--- src/rtl/hood_mode_ctrl.sv ---
// Range-hood mode controller: standby, menu, fan levels 1-3, hurricane exit, timed self-clean.
// One-cycle latency from key/tick to outputs.

module hood_mode_ctrl #(
    parameter int CNT_W              = 8,
    parameter int HURRICANE_SEC      = 60,
    parameter int HURRICANE_EXIT_SEC = 60,
    parameter int CLEAN_SEC          = 180
) (
    input  logic             clk,
    input  logic             rst,
    input  logic             tick_1hz,
    input  logic             power_en,
    input  logic             key_menu,
    input  logic             key_l1,
    input  logic             key_l2,
    input  logic             key_l3,
    input  logic             key_clean,
    output logic [2:0]       state,
    output logic [1:0]       fan_level,
    output logic             clean_active,
    output logic [CNT_W-1:0] countdown,
    output logic             hurricane_avail,
    output logic [6:0]       led
);

    typedef enum logic [2:0] {
        ST_STANDBY = 3'd0,
        ST_MENU    = 3'd1,
        ST_L1      = 3'd2,
        ST_L2      = 3'd3,
        ST_L3      = 3'd4,
        ST_L3_EXIT = 3'd5,
        ST_CLEAN   = 3'd6,
        ST_ILLEGAL = 3'd7
    } state_t;

    localparam logic [CNT_W-1:0] LOAD_HURR  = CNT_W'(HURRICANE_SEC);
    localparam logic [CNT_W-1:0] LOAD_EXIT  = CNT_W'(HURRICANE_EXIT_SEC);
    localparam logic [CNT_W-1:0] LOAD_CLEAN = CNT_W'(CLEAN_SEC);
    localparam logic [CNT_W-1:0] CNT_ONE    = CNT_W'(1);

    state_t           cur_state;
    state_t           nxt_state;
    logic [CNT_W-1:0] nxt_cnt;
    logic             nxt_avail;

    logic [2:0] key_count;
    logic       key_ok;
    logic       k_menu, k_l1, k_l2, k_l3, k_clean;
    logic       expire;
    logic       dec_ok;

    // Simultaneous key presses are treated as a glitch and dropped entirely.
    assign key_count = 3'(key_menu) + 3'(key_l1) + 3'(key_l2) + 3'(key_l3) + 3'(key_clean);
    assign key_ok    = (key_count == 3'd1);
    assign k_menu    = key_ok & key_menu;
    assign k_l1      = key_ok & key_l1;
    assign k_l2      = key_ok & key_l2;
    assign k_l3      = key_ok & key_l3;
    assign k_clean   = key_ok & key_clean;

    assign expire = tick_1hz && (countdown == CNT_ONE);
    assign dec_ok = tick_1hz && (countdown != '0);

    always_comb begin
        nxt_state = cur_state;
        nxt_cnt   = countdown;
        nxt_avail = hurricane_avail;
        if (!power_en) begin
            nxt_state = ST_STANDBY;
            nxt_cnt   = '0;
            nxt_avail = 1'b1;
        end else begin
            case (cur_state)
                ST_STANDBY: begin
                    if (k_menu) nxt_state = ST_MENU;
                end
                ST_MENU: begin
                    if (k_l1) begin
                        nxt_state = ST_L1;
                    end else if (k_l2) begin
                        nxt_state = ST_L2;
                    end else if (k_l3 && hurricane_avail) begin
                        nxt_state = ST_L3;
                        nxt_cnt   = LOAD_HURR;
                        nxt_avail = 1'b0;
                    end else if (k_clean) begin
                        nxt_state = ST_CLEAN;
                        nxt_cnt   = LOAD_CLEAN;
                    end else if (k_menu) begin
                        nxt_state = ST_STANDBY;
                    end
                end
                ST_L1: begin
                    if (k_menu)    nxt_state = ST_MENU;
                    else if (k_l2) nxt_state = ST_L2;
                end
                ST_L2: begin
                    if (k_menu)    nxt_state = ST_MENU;
                    else if (k_l1) nxt_state = ST_L1;
                end
                ST_L3: begin
                    // Expiry outranks the menu key; a reload swallows any same-cycle tick.
                    if (expire) begin
                        nxt_state = ST_L2;
                        nxt_cnt   = '0;
                    end else if (k_menu) begin
                        nxt_state = ST_L3_EXIT;
                        nxt_cnt   = LOAD_EXIT;
                    end else if (dec_ok) begin
                        nxt_cnt = countdown - CNT_ONE;
                    end
                end
                ST_L3_EXIT, ST_CLEAN: begin
                    if (expire) begin
                        nxt_state = ST_STANDBY;
                        nxt_cnt   = '0;
                    end else if (dec_ok) begin
                        nxt_cnt = countdown - CNT_ONE;
                    end
                end
                default: begin
                    nxt_state = ST_STANDBY;
                    nxt_cnt   = '0;
                end
            endcase
        end
    end

    // Display outputs are decoded from the next state so they land with the state register.
    always_ff @(posedge clk) begin
        if (rst) begin
            cur_state       <= ST_STANDBY;
            countdown       <= '0;
            hurricane_avail <= 1'b1;
            fan_level       <= 2'd0;
            clean_active    <= 1'b0;
            led             <= 7'b0000001;
        end else begin
            cur_state       <= nxt_state;
            countdown       <= nxt_cnt;
            hurricane_avail <= nxt_avail;
            clean_active    <= (nxt_state == ST_CLEAN);
            led             <= (nxt_state == ST_ILLEGAL) ? 7'b0000000 : (7'b0000001 << nxt_state);
            case (nxt_state)
                ST_L1:               fan_level <= 2'd1;
                ST_L2:               fan_level <= 2'd2;
                ST_L3, ST_L3_EXIT:   fan_level <= 2'd3;
                default:             fan_level <= 2'd0;
            endcase
        end
    end

    assign state = cur_state;

endmodule

--- config.mk ---
export PLATFORM = sky130hd
export DESIGN_NAME = hood_mode_ctrl
export DESIGN_NICKNAME = d
export VERILOG_FILES = /design/src/rtl/hood_mode_ctrl.sv
export SDC_FILE = /design/constraint.sdc
export NUM_CORES = 1
export LEC_CHECK = 0
export BUFFER_PORTS_ARGS = -buffer_cell sky130_fd_sc_hd__buf_4
export CAP_MARGIN = 15
export CORE_MARGIN = 5
export CORE_UTILIZATION = 40
export CTS_CLUSTER_SIZE = 8
export DETAILED_ROUTE_END_ITERATION = 6
export PLACE_DENSITY = 0.62
export SYNTH_ARGS = -nofsm -noshare
export SYNTH_HDL_FRONTEND = slang
export SYNTH_SLANG_ARGS = --single-unit
--- constraint.sdc ---
create_clock -name clk -period 7.1 [get_ports clk]
set_input_delay 0.355 -clock clk [delete_from_list [all_inputs] [get_ports clk]]
set_output_delay 0.355 -clock clk [all_outputs]
set_load 0.02 [all_outputs]
After elaboration in Yosys (flattened, before gate mapping)
Index checks and enable logic that the tools add are counted.
{ "word_totals": {"mem_count": 0, "latchBits": 0, "in_bits": 9, "word_cells": 77, "romBits": 0, "ramBits": 0, "ff_bits": 22} }
{ "op_classes": {"reduce_logical": 12, "n_mux": 26, "shifts": 1, "mul": 0, "bitwise": 9, "n_div": 0, "eq_ne": 17, "order_cmp": 0, "n_addsub": 5} }
{ "op_table": {"columns": ["op", "n"], "rows": [
  ["two-way mux 8 bit", 8],
  ["two-way mux 3 bit", 14],
  ["case mux 8 bit (4 select lines)", 1],
  ["== test 3 bit, second input constant", 7],
  ["case mux 3 bit (6 select lines)", 1],
  ["== test 3 x 2 -> 1 bit, second input constant", 4],
  ["== test 8 x 1 -> 1 bit, second input constant", 1],
  ["AND reduction 4 bit", 2],
  ["nonzero test 8 bit", 1],
  ["OR reduction 2 bit", 4],
  ["subtractor 8 x 1 -> 8 bit, second input constant", 1],
  ["left shift 1 x 3 -> 7 bit, first input constant", 1],
  ["adder 3 x 1 -> 3 bit", 2],
  ["== test 3 x 1 -> 1 bit, second input constant", 2],
  ["case mux 2 bit (3 select lines)", 1],
  ["AND 1 bit", 5],
  ["!= test 2 bit, second input constant", 2],
  ["inverter 1 bit", 4],
  ["adder 2 x 1 -> 3 bit", 1],
  ["logical AND 1 bit", 3],
  ["zero test 3 bit", 1],
  ["!= test 3 bit, second input constant", 1],
  ["OR reduction 3 bit", 1],
  ["adder 1 x 1 -> 2 bit", 1],
  ["two-way mux 1 bit", 1]
]} }

Longest topological paths before layout
{ "depth": {"word_depth": 16, "mapped_depth": 12, "mapped_depth_nobuf": 11} }

Least setup slack after synthesis
No wires, ideal clock.
{ "synth_path": {"kind": "input-to-reg", "startpoint": "input key_l1", "endpoint": "register fan_level[0]", "slack_ps": 3976, "path_stages": 12, "setup_ps": 67, "arrival_time_ps": 3056, "t_required_ps": 7033, "path_cell_list": "inv_1 > fa_1 > fa_1 > inv_1 > ha_1 > or3_1 > buf_2 > a221oi_2 > nor3_1 > a311o_1 > or3b_4 > a21oi_2"} }
{ "synth_between": {"elab_chain_cells": 16} }
{ "synth_rtl": {"columns": ["element", "line", "text"], "rows": [
  ["from (decl)", "15", "input logic key_l1,"],
  ["adder 1 x 1 -> 2 bit", "55", "assign key_count = 3'(key_menu) + 3'(key_l1) + 3'(key_l2) + 3'(key_l3) + 3'(key_clean);"],
  ["adder 2 x 1 -> 3 bit", "55", null],
  ["adder 3 x 1 -> 3 bit (2 in a row)", "55", null],
  ["== test 3 x 1 -> 1 bit", "56", "assign key_ok = (key_count == 3'd1);"],
  ["AND 1 bit", "57", "assign k_menu = key_ok & key_menu;"],
  ["two-way mux 3 bit", "91", "end else if (k_menu) begin"],
  ["two-way mux 3 bit", "88", "end else if (k_clean) begin"],
  ["two-way mux 3 bit", "84", "end else if (k_l3 && hurricane_avail) begin"],
  ["two-way mux 3 bit", "82", "end else if (k_l2) begin"],
  ["two-way mux 3 bit", "80", "if (k_l1) begin"],
  ["case mux 3 bit (6 select lines) (*)", "75", "case (cur_state)"],
  ["two-way mux 3 bit (*)", "70", "if (!power_en) begin"],
  ["== test 3 bit", "146", "case (nxt_state)"],
  ["OR reduction 2 bit", "146", null],
  ["case mux 2 bit (3 select lines) (*)", "146", null],
  ["to (signal assigned)", "147", "ST_L1: fan_level <= 2'd1;"],
  ["to (signal assigned)", "148", "ST_L2: fan_level <= 2'd2;"],
  ["to (signal assigned)", "149", "ST_L3, ST_L3_EXIT: fan_level <= 2'd3;"],
  ["to (decl)", "20", "output logic [1:0] fan_level,"]
]} }
Mark *: on every way between the ends. The rest lies on a longest branch, timed or not.
A chain may end at the register's enable or synchronous reset.

Final worst setup path
Same ends and word-level chain as after synthesis.

==> qor.yml <==
layout:
  fill_cells: 304
  area_delta_synth_final_pct: 24.2
  drive_above_1_share_pct: 23.1
  fin_util_pct: 51.1
  fin_cells: 215
  nNetsFinal: 197
  antennaDiodeCount: 0
clocking:
  ctsHtreeMaxLevel: 1
  hold_buffers: 0
  cts_buffer_depth: 2
  cts_inserted_buffers: 3
  cts-root-buf: "clkbuf_4"
  insertion_delay_ns: 0.31
  clkTransAtPathRegs_ns: 0.12
  postCtsSetupBuffers: 0
  cts_resized: 0
  cts_tree: "done"
  cts.sinks: 22
power_and_ir_drop:
  peakVddDrop_mv: 0.127
  power_mw: 0.253
  powerDensity_nw_per_um2: 165
  p_leak_nw: 0.616
floorplanning:
  die_x_um: 65.6
  dieHeight_um: 65.6
  fp-row-count: 20
  die-area_sq_um: 4300
  start_util_pct: 41.2
  core_sq_um: 3000
  io_pins: 31
setup_path:
  critPathRequiredTime_ns: 7.35
  r2r_cells: 6
  cp.arrival_ns: 3.34
  critical_path_class: "in -> reg"
  rr_startpoint: "countdown[4]"
  reg2reg_to: "fan_level[0]"
  crit_path_max_fanout: 6
  regToRegSetupSlack_ns: 4.82
  endpoint_kind: "flip-flop"
  cp-start-kind: "primary input"
global_route:
  track_usage_pct: 14.7
  grt_pass1_wl_um: 5050
  grt_overflow: 0
  grt_start_max_net_pins: 18
  grt_pass1_vias: 1195
  antenna_found_initial: 0
route:
  dr_wl_met3_um: 200
  viasPerCell: 5.54
  highest_layer: "met4"
  dr.pass1.iters: 4
  routed-wl-met2_um: 1480
  routed_wl_um: 2930
  initialDrtViolationCount: 82
  num_vias: 1192
  ant_nets: 0
  detail_route.wirelength.met1_um: 1240
  drcViolationCount: 0
  wl_per_cell_um: 13.6
place:
  portBuffers: 30
  hpwl_um: 2310
  gp_routability_congestion: 0.870
  place.detailed.instances: 211
synth:
  synth.distinct_cells: 45
  syn_inst: 153
  async_flop_share_pct: 0
  syn-num-nets: 167
  synth_ff_type: "dfxtp_1"
  ys_seq_area_share_pct: 35.6
  syn_avg_cell_area_sq_um: 8.08
  syn-cell-area_sq_um: 1240
  synth_edf_count: 0
  ys_ff_latch: 22
  synth_warnings: 0
timing:
  worst_slew_pin_slew_ns: 0.694
  maxSlewHeadroom_pct: 53.8
  hold_viol: 0
  whs_ns: 0.465
  tns_ns: 0
  skew_ns: 0.00326
  fmax_ghz: 0.324
  setup_violations: 0
  rsz0062_at_grt: "false"
  slew_violations: 0
  fin_crit_sh_pct: 43.5
  period_minus_slack_ns: 3.09
hold_path:
  whs_path_depth: 4
  min-delay-start: "key_l3"
  whs_endpoint: "hurricane_avail"
  hold_path.class: "in -> reg"
status:
  status: "complete, no violations"
flow_run:
  maxCapViolCount: 0
## routing by layer
layer  vias to the layer above  GRT usage [%]
met5                         -              0
li1                        593              -
met4                         0           2.59
met3                         2           5.30
met2                        31           26.8
met1                       566           16.4
## cells in the final DEF (no fill, tap or decap), types with 2 or more instances in the layout
master / n
a21o_1: 2
a21oi_1: 12
a22oi_1: 2
a31oi_1: 4
and3_1: 2
buf_4: 30
clkbuf_4: 3
dfxtp_1: 22
fa_1: 2
ha_1: 3
inv_1: 15
nand2_1: 13
nand2b_1: 4
nand3_1: 4
nor2_1: 19
nor3_1: 7
nor3_2: 2
nor4_2: 2
o21ai_0: 3
o21bai_1: 2
xnor2_1: 4
xor2_1: 2
## report_power, final
| group | switching, mW | internal [mW] | total (mW) | leakage [nW] |
|---|---|---|---|---|
| Combinational | 0.0192 | 0.0130 | 0.0322 | 0.411 |
| Clock | 0.0384 | 0.0571 | 0.0955 | 0.0279 |
| Sequential | 0.000958 | 0.124 | 0.125 | 0.177 |
## synthesized netlist by cell type, types with 2 or more instances
| cell | instances | area, sq um |
|---|---|---|
| a21o_1 | 2 | 15.0 |
| nor3_2 | 2 | 20.0 |
| nand3_1 | 4 | 20.0 |
| and3_1 | 2 | 12.5 |
| o21ai_0 | 3 | 15.0 |
| nor4_2 | 2 | 25.0 |
| a31oi_1 | 4 | 25.0 |
| nor3_1 | 7 | 35.0 |
| dfxtp_1 | 22 | 440 |
| fa_1 | 2 | 40.0 |
| a21oi_1 | 12 | 60.1 |
| xnor2_1 | 4 | 35.0 |
| nor2_1 | 19 | 71.3 |
| ha_1 | 3 | 37.5 |
| nand2_1 | 13 | 48.8 |
| nand2b_1 | 4 | 25.0 |
| xor2_1 | 2 | 17.5 |
| a22oi_1 | 2 | 15.0 |
| clkbuf_1 | 3 | 11.3 |
| o21bai_1 | 2 | 15.0 |
| inv_1 | 15 | 56.3 |
## registers in the layout, indices dropped and copies added, names as in the netlist
signal / flops
state: 3
clean_active: 1
countdown: 8
hurricane_avail: 1
fan_level: 2
led: 7
## area by class of cell
| cell class | instances | area, sq um | area share (%) |
|---|---|---|---|
| flip-flops and latches | 22 | 440 | 28.7 |
| clock buffers | 3 | 22.5 | 1.47 |
| multi-input cells | 111 | 719 | 46.9 |
| well taps | 33 | 41.3 | 2.69 |
| inverters | 15 | 56.3 | 3.67 |
| clock inverters | 1 | 30.0 | 1.96 |
| repair buffers | 30 | 225 | 14.7 |
## critical path, stage by stage
cell and delay, ns:
buf_4 0.12, inv_1 0.10, fa_1 0.45, fa_1 0.37, inv_1 0.06, ha_1 0.23, or3_1 0.48, a221oi_2 0.21
nor3_1 0.07, a311o_1 0.36, or3b_4 0.42, a21oi_2 0.12
## kinds of logic after synthesis
group	synth area share (%)
buf+inv	6.17
fa+ha+maj	6.28
flops	35.6
simple gates	26.4
compound gates	20.4
xor+xnor	4.25
mux	0.810
## how the worst max path moves through the flow
stage               startpoint      endpoint  slack (ns)  cells after the start
finish                  key_l1  fan_level[0]        4.01                     12
detailed placement      key_l1  fan_level[0]        3.69                     12
floorplan               key_l1  fan_level[0]        3.98                     12
global placement        key_l1  fan_level[0]        3.75                     12
CTS                     key_l1  fan_level[0]        4.02                     12
global route          key_menu  fan_level[0]        3.89                     12
## stage by stage
step	worst slack, ns	area [sq um]
5_1_grt	3.89	1540
3_3_place_gp	3.75	1480
4_1_cts	4.02	1540
2_1_floorplan	3.98	1240
3_5_place_dp	3.69	1480
6_report	4.01	1540
Power figures use the tool's default switching activity.
